File: config.mk
export PLATFORM = sky130hd
export DESIGN_NAME = adc_sample_conditioner
export DESIGN_NICKNAME = d
export VERILOG_FILES = /design/src/rtl/adc_sample_conditioner.sv
export SDC_FILE = /design/constraint.sdc
export NUM_CORES = 1
export LEC_CHECK = 0
export ABC_AREA = 1
export ABC_CLOCK_PERIOD_IN_PS = 3950
export BUFFER_PORTS_ARGS = -buffer_cell sky130_fd_sc_hd__buf_2
export CAP_MARGIN = 20
export CORE_ASPECT_RATIO = 1.1
export CORE_MARGIN = 2
export CORE_UTILIZATION = 50
export CTS_CLUSTER_SIZE = 24
export DETAILED_ROUTE_END_ITERATION = 16
export PLACE_DENSITY = 0.77
export SYNTH_ARGS = -nofsm -noshare
export SYNTH_HDL_FRONTEND = slang
export SYNTH_SLANG_ARGS = --single-unit
File: constraint.sdc
create_clock -name clk -period 3.95 [get_ports clk]
set_input_delay 0.1975 -clock clk [delete_from_list [all_inputs] [get_ports clk]]
set_output_delay 0.1975 -clock clk [all_outputs]
set_load 0.05 [all_outputs]
File: src/rtl/adc_sample_conditioner.sv
// Moving-average ADC conditioner: ring-buffer average, scale to mV, restoring divide by 255, double-dabble to BCD.
// Optional peak-code tracking is enabled with `define ADC_COND_PEAK_EN.
module adc_sample_conditioner #(
  parameter int AVG_LOG2 = 3,
  parameter int VREF_MV  = 5000
) (
  input  logic       clk,
  input  logic       rst_n,
  input  logic [7:0] sample_in,
  input  logic       sample_valid,
  output logic [3:0] bcd_thousand,
  output logic [3:0] bcd_hundred,
  output logic [3:0] bcd_tenth,
  output logic [3:0] bcd_unit,
  output logic       bcd_valid,
  output logic       busy,
  output logic       overrun,
  output logic [2:0] dbg_state
`ifdef ADC_COND_PEAK_EN
  , output logic [7:0] peak_code
`endif
);

  localparam int DEPTH = 1 << AVG_LOG2;
  localparam int SUM_W = 8 + AVG_LOG2;

  // Handshake: sample_valid is a one-cycle strobe with no ready; it is taken
  // only in IDLE, and any strobe seen elsewhere is dropped and flags overrun.
  typedef enum logic [2:0] {IDLE, ACC, SCALE, DIV, BCD, DONE} state_t;

  state_t            state_q, state_d;
  logic [7:0]        sample_q, sample_d;
  logic [7:0]        ring_q [DEPTH];
  logic [7:0]        ring_d [DEPTH];
  logic [AVG_LOG2-1:0] wp_q, wp_d;
  logic [AVG_LOG2:0] fill_q, fill_d;
  logic [SUM_W-1:0]  sum_q, sum_d;
  logic [21:0]       quo_q, quo_d;
  logic [7:0]        rem_q, rem_d;
  logic [4:0]        cnt_q, cnt_d;
  logic [29:0]       dd_q, dd_d;
  logic [15:0]       digits_q, digits_d;
  logic              valid_q, valid_d;
  logic              overrun_q, overrun_d;
  logic [8:0]        trial;
  logic [29:0]       dd_adj;
  logic [7:0]        avg;
`ifdef ADC_COND_PEAK_EN
  logic [7:0]        peak_q, peak_d;
`endif

  assign avg = sum_q[SUM_W-1:AVG_LOG2];

  always_comb begin
    state_d   = state_q;
    sample_d  = sample_q;
    ring_d    = ring_q;
    wp_d      = wp_q;
    fill_d    = fill_q;
    sum_d     = sum_q;
    quo_d     = quo_q;
    rem_d     = rem_q;
    cnt_d     = cnt_q;
    dd_d      = dd_q;
    digits_d  = digits_q;
    valid_d   = 1'b0;
    overrun_d = overrun_q;
    trial     = {rem_q, quo_q[21]};
    dd_adj    = dd_q;
`ifdef ADC_COND_PEAK_EN
    peak_d    = peak_q;
`endif
    if (sample_valid && state_q != IDLE) overrun_d = 1'b1;

    case (state_q)
      IDLE: begin
        if (sample_valid) begin
          sample_d = sample_in;
          state_d  = ACC;
        end
      end
      ACC: begin
        // Oldest code leaves and newest enters in one expression: never negative.
        sum_d        = sum_q - SUM_W'(ring_q[wp_q]) + SUM_W'(sample_q);
        ring_d[wp_q] = sample_q;
        wp_d         = wp_q + AVG_LOG2'(1);
        if (fill_q != (AVG_LOG2+1)'(DEPTH)) fill_d = fill_q + (AVG_LOG2+1)'(1);
`ifdef ADC_COND_PEAK_EN
        if (sample_q > peak_q) peak_d = sample_q;
`endif
        state_d = SCALE;
      end
      SCALE: begin
        quo_d   = 22'(avg) * 22'(VREF_MV);
        rem_d   = 8'd0;
        cnt_d   = 5'd0;
        state_d = DIV;
      end
      DIV: begin
        // Dividend shifts out of quo_q's MSB while quotient bits shift in at the LSB.
        if (trial >= 9'd255) begin
          rem_d = 8'(trial - 9'd255);
          quo_d = {quo_q[20:0], 1'b1};
        end else begin
          rem_d = trial[7:0];
          quo_d = {quo_q[20:0], 1'b0};
        end
        cnt_d = cnt_q + 5'd1;
        if (cnt_q == 5'd21) begin
          cnt_d   = 5'd0;
          dd_d    = {16'd0, quo_d[13:0]};
          state_d = BCD;
        end
      end
      BCD: begin
        for (int i = 0; i < 4; i++) begin
          if (dd_adj[14+4*i +: 4] >= 4'd5) dd_adj[14+4*i +: 4] = dd_adj[14+4*i +: 4] + 4'd3;
        end
        dd_d  = {dd_adj[28:0], 1'b0};
        cnt_d = cnt_q + 5'd1;
        if (cnt_q == 5'd13) begin
          cnt_d   = 5'd0;
          state_d = DONE;
        end
      end
      DONE: begin
        if (fill_q == (AVG_LOG2+1)'(DEPTH)) begin
          digits_d = dd_q[29:14];
          valid_d  = 1'b1;
        end
        state_d = IDLE;
      end
      default: state_d = IDLE;
    endcase
  end

  always_ff @(posedge clk or negedge rst_n) begin
    if (!rst_n) begin
      state_q   <= IDLE;
      sample_q  <= 8'd0;
      for (int i = 0; i < DEPTH; i++) ring_q[i] <= 8'd0;
      wp_q      <= '0;
      fill_q    <= '0;
      sum_q     <= '0;
      quo_q     <= '0;
      rem_q     <= '0;
      cnt_q     <= '0;
      dd_q      <= '0;
      digits_q  <= '0;
      valid_q   <= 1'b0;
      overrun_q <= 1'b0;
`ifdef ADC_COND_PEAK_EN
      peak_q    <= 8'd0;
`endif
    end else begin
      state_q   <= state_d;
      sample_q  <= sample_d;
      ring_q    <= ring_d;
      wp_q      <= wp_d;
      fill_q    <= fill_d;
      sum_q     <= sum_d;
      quo_q     <= quo_d;
      rem_q     <= rem_d;
      cnt_q     <= cnt_d;
      dd_q      <= dd_d;
      digits_q  <= digits_d;
      valid_q   <= valid_d;
      overrun_q <= overrun_d;
`ifdef ADC_COND_PEAK_EN
      peak_q    <= peak_d;
`endif
    end
  end

  assign bcd_thousand = digits_q[15:12];
  assign bcd_hundred  = digits_q[11:8];
  assign bcd_tenth    = digits_q[7:4];
  assign bcd_unit     = digits_q[3:0];
  assign bcd_valid    = valid_q;
  assign busy         = (state_q != IDLE);
  assign overrun      = overrun_q;
  assign dbg_state    = state_q;
`ifdef ADC_COND_PEAK_EN
  assign peak_code    = peak_q;
`endif

endmodule

# ---- Yosys cells after proc, flatten, opt, wreduce, memory -nomap -nowiden
# Cells that the tools add are included.
dict set report word_totals {
  reg_bits 176
  latch_bits 0
  mem_bits_rw 0
  romBits 0
  n_memories 0
}
dict set report classes {
  add_sub_neg 10
  multipliers 1
  n_div 0
  n_lt_le_gt_ge 7
  n_eq_ne 12
  shift 0
  n_mux 25
  bitwise 1
  n_reduce_logical 12
}
# op n
set ops {}
lappend ops {{$bwmux 64} 1}
lappend ops {{$pmux 30 s2} 1}
lappend ops {{$pmux 22 s2} 1}
lappend ops {{$mux 8} 4}
lappend ops {{$mux 30} 1}
lappend ops {{$bmux 8 s3} 1}
lappend ops {{$demux 8 s3} 1}
lappend ops {{$mul 8x10->18 const B} 1}
lappend ops {{$ge 4x3->1 const B} 4}
lappend ops {{$pmux 8 s2} 1}
lappend ops {{$pmux 3 s5} 1}
lappend ops {{$pmux 5 s3} 1}
lappend ops {{$add 4x2->4 const B} 3}
lappend ops {{$mux 3} 4}
lappend ops {{$mux 4} 3}
lappend ops {{$add 11x8->11} 1}
lappend ops {{$sub 11x8->11} 1}
lappend ops {{$mux 5} 2}
lappend ops {{$ge 9x8->1 const B} 1}
lappend ops {{$reduce_and 2->1} 4}
lappend ops {{$sub 8x8->8 const B} 1}
lappend ops {{$eq 3x2->1 const B} 2}
lappend ops {{$eq 3x3->1 const B} 2}
lappend ops {{$ne 2x2->1 const B} 3}
lappend ops {{other kinds (18)} 23}

# ---- Logic depth before layout (Yosys ltp)
# Gate-level depths: netlist of the first run.
dict set report logic_depth {
  depth_word 6
  depth_mapped 20
  ltp_nobuf 18
}

# ---- Least setup slack after synthesis of the first run
# Ideal clock, no wire load.
dict set report synth_path {
  kind {reg-to-reg}
  start {register sum_q[8]}
  end {register quo_q[17]}
  setup_time_ns 0.118
  arrival_time_ns 3.254
  path_slack_ns 0.578
  stages_incl_launch_ff 14
  n_path_buf 0
  cell_sequence {dfrtp_1 fa_1 fa_1 ha_1 inv_1 fa_1 inv_1 ha_1 a21oi_1 nor2_1 nor2_1 nand3b_1 nand3_1 nand2_1}
}
dict set report synth_via {
  elab_chain_cells 2
}
# element line_no
set synth_lines {}
lappend synth_lines {{start, declared} 37} ;# logic [SUM_W-1:0] sum_q, sum_d;
lappend synth_lines {{start signal, assigned} 161} ;# sum_q <= sum_d;
lappend synth_lines {{$mul 8x10->18} 94} ;# quo_d = 22'(avg) * 22'(VREF_MV);
lappend synth_lines {{$pmux 22 s2} 75} ;# case (state_q)
lappend synth_lines {{end signal, assigned} 162} ;# quo_q <= quo_d;
lappend synth_lines {{end, declared} 38} ;# logic [21:0] quo_q, quo_d;
# No other way between the ends.
# A chain may end at the register's enable or synchronous reset.

# ---- Worst setup path after layout of the first run
dict set report layout_path {
  start {register sum_q[9]}
  end {register quo_q[20]}
}
# Same word-level chain as after synthesis.

==> results of run 1 <==
[area by class of cell]
| class | count | area, um^2 | area share, % |
|---|---|---|---|
| tap | 247 | 309.0 | 2.829 |
| inverter | 161 | 604.3 | 5.532 |
| clock inverter | 13 | 160.2 | 1.466 |
| multi-input combinational | 826 | 4697 | 43.00 |
| sequential | 176 | 4404 | 40.32 |
| timing repair buffer | 45 | 296.5 | 2.714 |
| clock buffer | 19 | 452.9 | 4.146 |
[critical path, cell delays in order, from the launching register on]
cell,delay (ns)
dfrtp_1,0.49
inv_1,0.11
ha_1,0.34
inv_1,0.08
ha_1,0.28
inv_1,0.06
fa_1,0.53
inv_1,0.06
fa_1,0.48
ha_1,0.36
a21oi_1,0.24
nor2_1,0.07
nor2_1,0.13
nand2_1,0.08
nand2_1,0.06
nand2_1,0.04
nand2_1,0.05
nand2_1,0.04
[state kept, by name, indices dropped and copies added, names as in the netlist]
name / flops
bcd_valid: 1
cnt_q: 5
dbg_state: 3
dd_q: 30
digits_q: 16
fill_q: 4
overrun: 1
quo_q: 22
rem_q: 8
ring_q: 64
sample_q: 8
sum_q: 11
wp_q: 3
[layer usage]
metal,up-vias,wire (um),GRT usage (%)
li1,3963,-,-
met1,3845,9479,27.02
met2,197,10490,37.03
met3,50,925,3.794
met4,0,599,9.643
met5,-,0,0
[worst max-delay path by stage]
stage,from,endpoint,slack (ns),cells past startpoint
2_1_floorplan,sum_q[8]$_DFFE_PN0P_,quo_q[17]$_DFFE_PN0P_,0.58,13
3_3_place_gp,sum_q[8]$_DFFE_PN0P_,quo_q[17]$_DFFE_PN0P_,0.43,13
3_5_place_dp,sum_q[8]$_DFFE_PN0P_,quo_q[17]$_DFFE_PN0P_,0.37,13
4_1_cts,sum_q[9]$_DFFE_PN0P_,quo_q[20]$_DFFE_PN0P_,0.35,17
5_1_grt,sum_q[9]$_DFFE_PN0P_,quo_q[20]$_DFFE_PN0P_,0.07,17
6_report,sum_q[9]$_DFFE_PN0P_,quo_q[20]$_DFFE_PN0P_,0.34,17
[metrics by stage]
step | utilization (%) | area (um^2) | std cells | setup slack, ns
after floorplan | - | 9876 | 1199 | 0.5780
after global placement | 53.29 | 10250 | 1451 | 0.4306
after detailed placement | 53.29 | 10250 | 1451 | 0.3741
after CTS | 56.58 | 10880 | 1485 | 0.3547
after global routing | 56.81 | 10920 | 1487 | 0.07421
final | 56.81 | 10920 | 1487 | 0.3400
[cells by family after synthesis]
kind of cell,Yosys count
simple gates,466
compound gates,260
xor+xnor,16
buf+inv,197
fa+ha+maj,84
flops,176
[cell usage after synthesis]
master | instances | area (um^2)
nand2_1 | 289 | 1085
dfrtp_1 | 176 | 4404
o21ai_0 | 163 | 815.8
inv_1 | 147 | 551.8
nor2_1 | 98 | 367.9
ha_1 | 64 | 800.8
nand3_1 | 46 | 230.2
a21oi_1 | 33 | 165.2
o22ai_1 | 22 | 137.6
fa_1 | 20 | 400.4
buf_2 | 19 | 95.09
clkbuf_1 | 15 | 56.30
o211ai_1 | 15 | 112.6
nand4_1 | 11 | 68.82
xor2_1 | 11 | 96.34
clkinv_1 | 9 | 33.78
o2111ai_1 | 7 | 61.31
o21a_1 | 7 | 52.55
o21ai_1 | 6 | 30.03
inv_2 | 5 | 18.77
nand3b_1 | 5 | 37.54
or2_2 | 5 | 31.28
xnor2_1 | 5 | 43.79
nand3_2 | 3 | 30.03
nor2_4 | 3 | 33.78
nor3_1 | 3 | 15.01
a211oi_1 | 2 | 15.01
nor2_2 | 2 | 12.51
o21bai_1 | 2 | 15.01
a21o_1 | 1 | 7.510
buf_4 | 1 | 7.510
buf_6 | 1 | 11.26
nand2_2 | 1 | 6.260
o21ai_4 | 1 | 16.27
o311ai_0 | 1 | 8.760
[repair_timing]
item | in CTS | in global routing
hold buffers | 2 | 0
buffers inserted | 0 | 0
hold endpoints to repair | 92 | 0
endpoints found under the setup margin | 0 | 0
==> results.py, run 1 <==
metrics = {
    "global_route": {
        "grt_max_degree": 118,
        "grt_use_total_pct": 21.59,
        "grt_remaining_overflow": 0,
        "antenna_found_initial": 0,
        "grt_pass1_wl_mm": 37.01,
        "grt_pass1_vias": 7902,
    },
    "worst_setup_path": {
        "end_kind": "flop",
        "crit_type": "flop to flop",
        "reg2reg_from": "sum_q[9]$_DFFE_PN0P_",
        "reg2reg_depth": 17,
        "r2r_setup_slack_ns": 0.34,
        "r2r_end": "quo_q[20]$_DFFE_PN0P_",
        "start_kind": "flop",
        "crit_fanout": 7,
        "arrival_ns": 3.93,
        "cp.required_ns": 4.27,
    },
    "drt": {
        "viasPerCell": 5.417,
        "drt_pass1_iterations": 5,
        "final_antenna_net_count": 0,
        "drc": 0,
        "drt_iter0_markers": 481,
        "wirelength_mm": 21.49,
        "wl_per_cell_um": 14.45,
        "routed-via-count": 8055,
    },
    "final_layout": {
        "antenna_cells": 0,
        "final_cell_mix": "nand2_1 (289), dfrtp_1 (176), o21ai_0 (163)",
        "final_common_cell": "nand2_1",
        "fillers": 1679,
        "drive_gt1_share_pct": 7.661,
        "layout.nets": 1322,
        "area_growth_syn_to_layout_pct": 10.62,
    },
    "synth": {
        "syn_area_um2": 9876,
        "yosys.area_share.simple_pct": 19.42,
        "synth_nets": 1294,
        "synth_xor_area_share_pct": 1.419,
        "yosysWarnings": 0,
        "yosys.area_share.adder_pct": 12.16,
        "synth.lib_cells_used.distinct": 35,
        "synth_compound_area_share_pct": 14.56,
        "ys_ff_latch": 176,
        "synthMuxAreaShare_pct": 0,
        "netlist_instances": 1199,
        "yosysSeqAreaShare_pct": 44.60,
        "synth_top_family_by_area": "simple AND/OR/NAND/NOR gates",
        "synth.avg_cell_area_um2": 8.237,
    },
    "place": {
        "dp_hpwl_mm": 14.82,
        "place.gp.congestion": 0.8637,
        "portBuffers": 32,
    },
    "sta": {
        "fin_skew_ns": 0.008630,
        "whs_ns": 0.01357,
        "fin_crit_ns": 3.610,
        "setup_violations": 0,
        "slew_violations": 0,
        "rsz0062_at_grt": "false",
        "final-hold-violation-count": 0,
        "setup_tns_ns": 0,
        "finalCritPeriodShare_pct": 91.39,
        "fmax_ghz": 0.2770,
        "tightest_slew_ns": 0.9419,
        "maxSlewHeadroom_pct": 36.97,
    },
    "clocking": {
        "clockBufferDepth": 2,
        "cts_root_buffer": "clkbuf_16",
        "cts.reportedPaths.clkPinSlew_ns": 0.08,
        "cts_max_level": 4,
        "cts_tree": "built",
        "cts_buffers": 17,
        "cts_resized": 0,
        "cts_num_sinks": 176,
        "clock_latency_ns": 0.43,
    },
    "min_path": {
        "hp-class": "input pin to flop",
        "hold_depth": 3,
        "hold_start": "sample_in[4]",
        "whs_endpoint": "sample_q[4]$_DFFE_PN0P_",
    },
    "floorplanning": {
        "num_rows": 53,
        "die_w_um": 138,
        "initial_core_util_pct": 51.35,
        "coreArea_um2": 19230,
        "ios": 33,
        "die-area_um2": 20890,
        "die_h_um": 151.4,
    },
    "run": {
        "drv_cap": 0,
    },
    "status": {
        "status": "finished clean",
    },
}
Power of run 1 is left out: the tool's default activity adds up to more than one toggle a clock period on the data nets, which glitch-free logic cannot reach.
==> inputs of run 2 (changes only) <==
Settings changed: REMOVE_ABC_BUFFERS set to 1.
==> run 2 against run 1 <==
- clock skew up 0.0045 ns
- core utilization up 0.072 points
- clock-buffer cell count shrank 1
- fmax shrank 1.4%
- critical path depth shrank 4
- non-clock buffer count is 1 higher
- first-iteration DRC count increased by 27%
- design area rose by 0.13%
- register-to-register slack lost 0.05 ns
- worst setup slack got worse by 0.052 ns
- cell count hardly changed
- highest routed layer unchanged
==> results.py, run 2 (synthesis results as in run 1) <==
metrics = {
    "clocking": {
        "cts_root_buffer": "clkbuf_16",
        "cts_max_level": 4,
        "clockBufferDepth": 2,
        "cts_tree": "built",
        "cts.reportedPaths.clkPinSlew_ns": 0.07,
        "clock_latency_ns": 0.44,
        "post_cts_buffers": 0,
        "cts_num_sinks": 176,
        "cts_buffers": 17,
    },
    "sta": {
        "setup_violations": 0,
        "fin_crit_ns": 3.662,
        "final-hold-violation-count": 0,
        "finalCritPeriodShare_pct": 92.71,
        "fin_skew_ns": 0.01314,
        "tightest_slew_ns": 0.9880,
        "fmax_ghz": 0.2731,
        "rsz0062_at_grt": "false",
        "maxSlewHeadroom_pct": 34.14,
        "slew_violations": 0,
        "setup_tns_ns": 0,
    },
    "final_layout": {
        "fillers": 1769,
        "top_regs": "ring_q: 64 flops, dd_q: 30 flops, quo_q: 22 flops",
        "final_common_cell": "nand2_1",
        "largest_reg_flops": 64,
        "layout.nets": 1323,
        "area_growth_syn_to_layout_pct": 10.76,
        "drive_gt1_share_pct": 7.575,
        "final_cell_mix": "nand2_1 (289), dfrtp_1 (176), o21ai_0 (163)",
        "antenna_cells": 0,
        "largest_register": "ring_q",
    },
    "drt": {
        "routed-via-count": 8040,
        "wl_per_cell_um": 14.26,
        "viasPerCell": 5.403,
        "wirelength_mm": 21.21,
        "final_antenna_net_count": 0,
        "drc": 0,
        "drt_pass1_iterations": 5,
        "drt_iter0_markers": 611,
    },
    "floorplanning": {
        "num_rows": 53,
        "die_h_um": 151.4,
        "coreArea_um2": 19230,
        "initial_core_util_pct": 51.35,
        "die_w_um": 138,
        "die-area_um2": 20890,
        "ios": 33,
    },
    "global_route": {
        "grt_max_degree": 110,
        "antenna_found_initial": 0,
        "grt_pass1_wl_mm": 35.89,
        "grt_use_total_pct": 21.06,
        "grt_pass1_vias": 7643,
        "grt_remaining_overflow": 0,
    },
    "worst_setup_path": {
        "arrival_ns": 3.98,
        "start_kind": "flop",
        "end_kind": "flop",
        "crit_type": "flop to flop",
        "crit_fanout": 8,
        "cp.required_ns": 4.27,
    },
    "place": {
        "place.gp.congestion": 0.8575,
        "portBuffers": 32,
        "dp_hpwl_mm": 14.69,
    },
    "status": {
        "status": "finished clean",
    },
    "min_path": {
        "hp-class": "input pin to flop",
    },
    "run": {
        "drv_cap": 0,
    },
}
==> run 2: cell count changes in the layout (fill, tap and decap cells not counted), sizes merged <==
cell / change
buf: -1
bufinv: +1
clkbuf: -1
dlygate4sd3: +2
==> run 2: per-stage QoR <==
stage                     hold WS (ns)  area [um^2]  util [%]  std cells  worst slack [ns]
after floorplan               -0.09809         9706         -       1163            0.5780
after global placement          0.4088        10270     53.40       1452            0.4365
after detailed placement        0.4063        10270     53.40       1452            0.3161
after CTS                     0.004184        10940     56.88       1488            0.2922
after global routing           0.01640        10940     56.88       1488            0.1216
final                          0.01523        10940     56.88       1488            0.2880
==> run 2: path summary, 6_finish.rpt <==
check	end	slack, ns	cells after the start	startpoint
setup / recovery	quo_q[17]$_DFFE_PN0P_	0.29	13	sum_q[8]$_DFFE_PN0P_
hold / removal	sample_q[4]$_DFFE_PN0P_	0.02	3	sample_in[4]
setup reg to reg	quo_q[17]$_DFFE_PN0P_	0.29	13	sum_q[8]$_DFFE_PN0P_
hold reg to reg	overrun$_DFFE_PN0P_	0.45	1	overrun$_DFFE_PN0P_
max in group asynchronous	ring_q[62]$_DFFE_PN0P_	2.55	3	rst_n
min in group asynchronous	digits_q[15]$_DFFE_PN0P_	0.46	2	rst_n
==> run 2: metal layers <==
| metal | vias to the layer above | track usage, % | wire, um |
|---|---|---|---|
| li1 | 3965 | - | - |
| met1 | 3856 | 25.89 | 9239 |
| met2 | 176 | 37.35 | 10630 |
| met3 | 43 | 3.731 | 825 |
| met4 | 0 | 8.010 | 517 |
| met5 | - | 0 | 0 |
==> run 2: final cells by class <==
class                   instances  area (um^2)  area share (%)
multi-input cells             826         4697           42.94
flip-flops and latches        176         4404           40.27
inverters                     161        604.3           5.525
clock buffers                  18        439.2           4.015
well taps                     247        309.0           2.825
repair buffers                 46        294.0           2.688
clock inverters                14        190.2           1.739
==> run 2: worst max-delay path, stage by stage (launching register included) <==
cell and delay (ns):
dfrtp_1 0.49, fa_1 0.60, fa_1 0.44, ha_1 0.30, inv_1 0.05, fa_1 0.53, inv_1 0.04, ha_1 0.35
a21oi_1 0.31, nor2_1 0.07, nor2_1 0.13, nand3b_1 0.09, nand3_1 0.08, nand2_1 0.06
==> run 2: what timing repair did <==
item / in CTS / in global routing
hold buffers: 4 / 0
endpoints found under the hold margin: 111 / 0
resized for setup: 0 / 0
Power of run 2 is left out for the same reason.
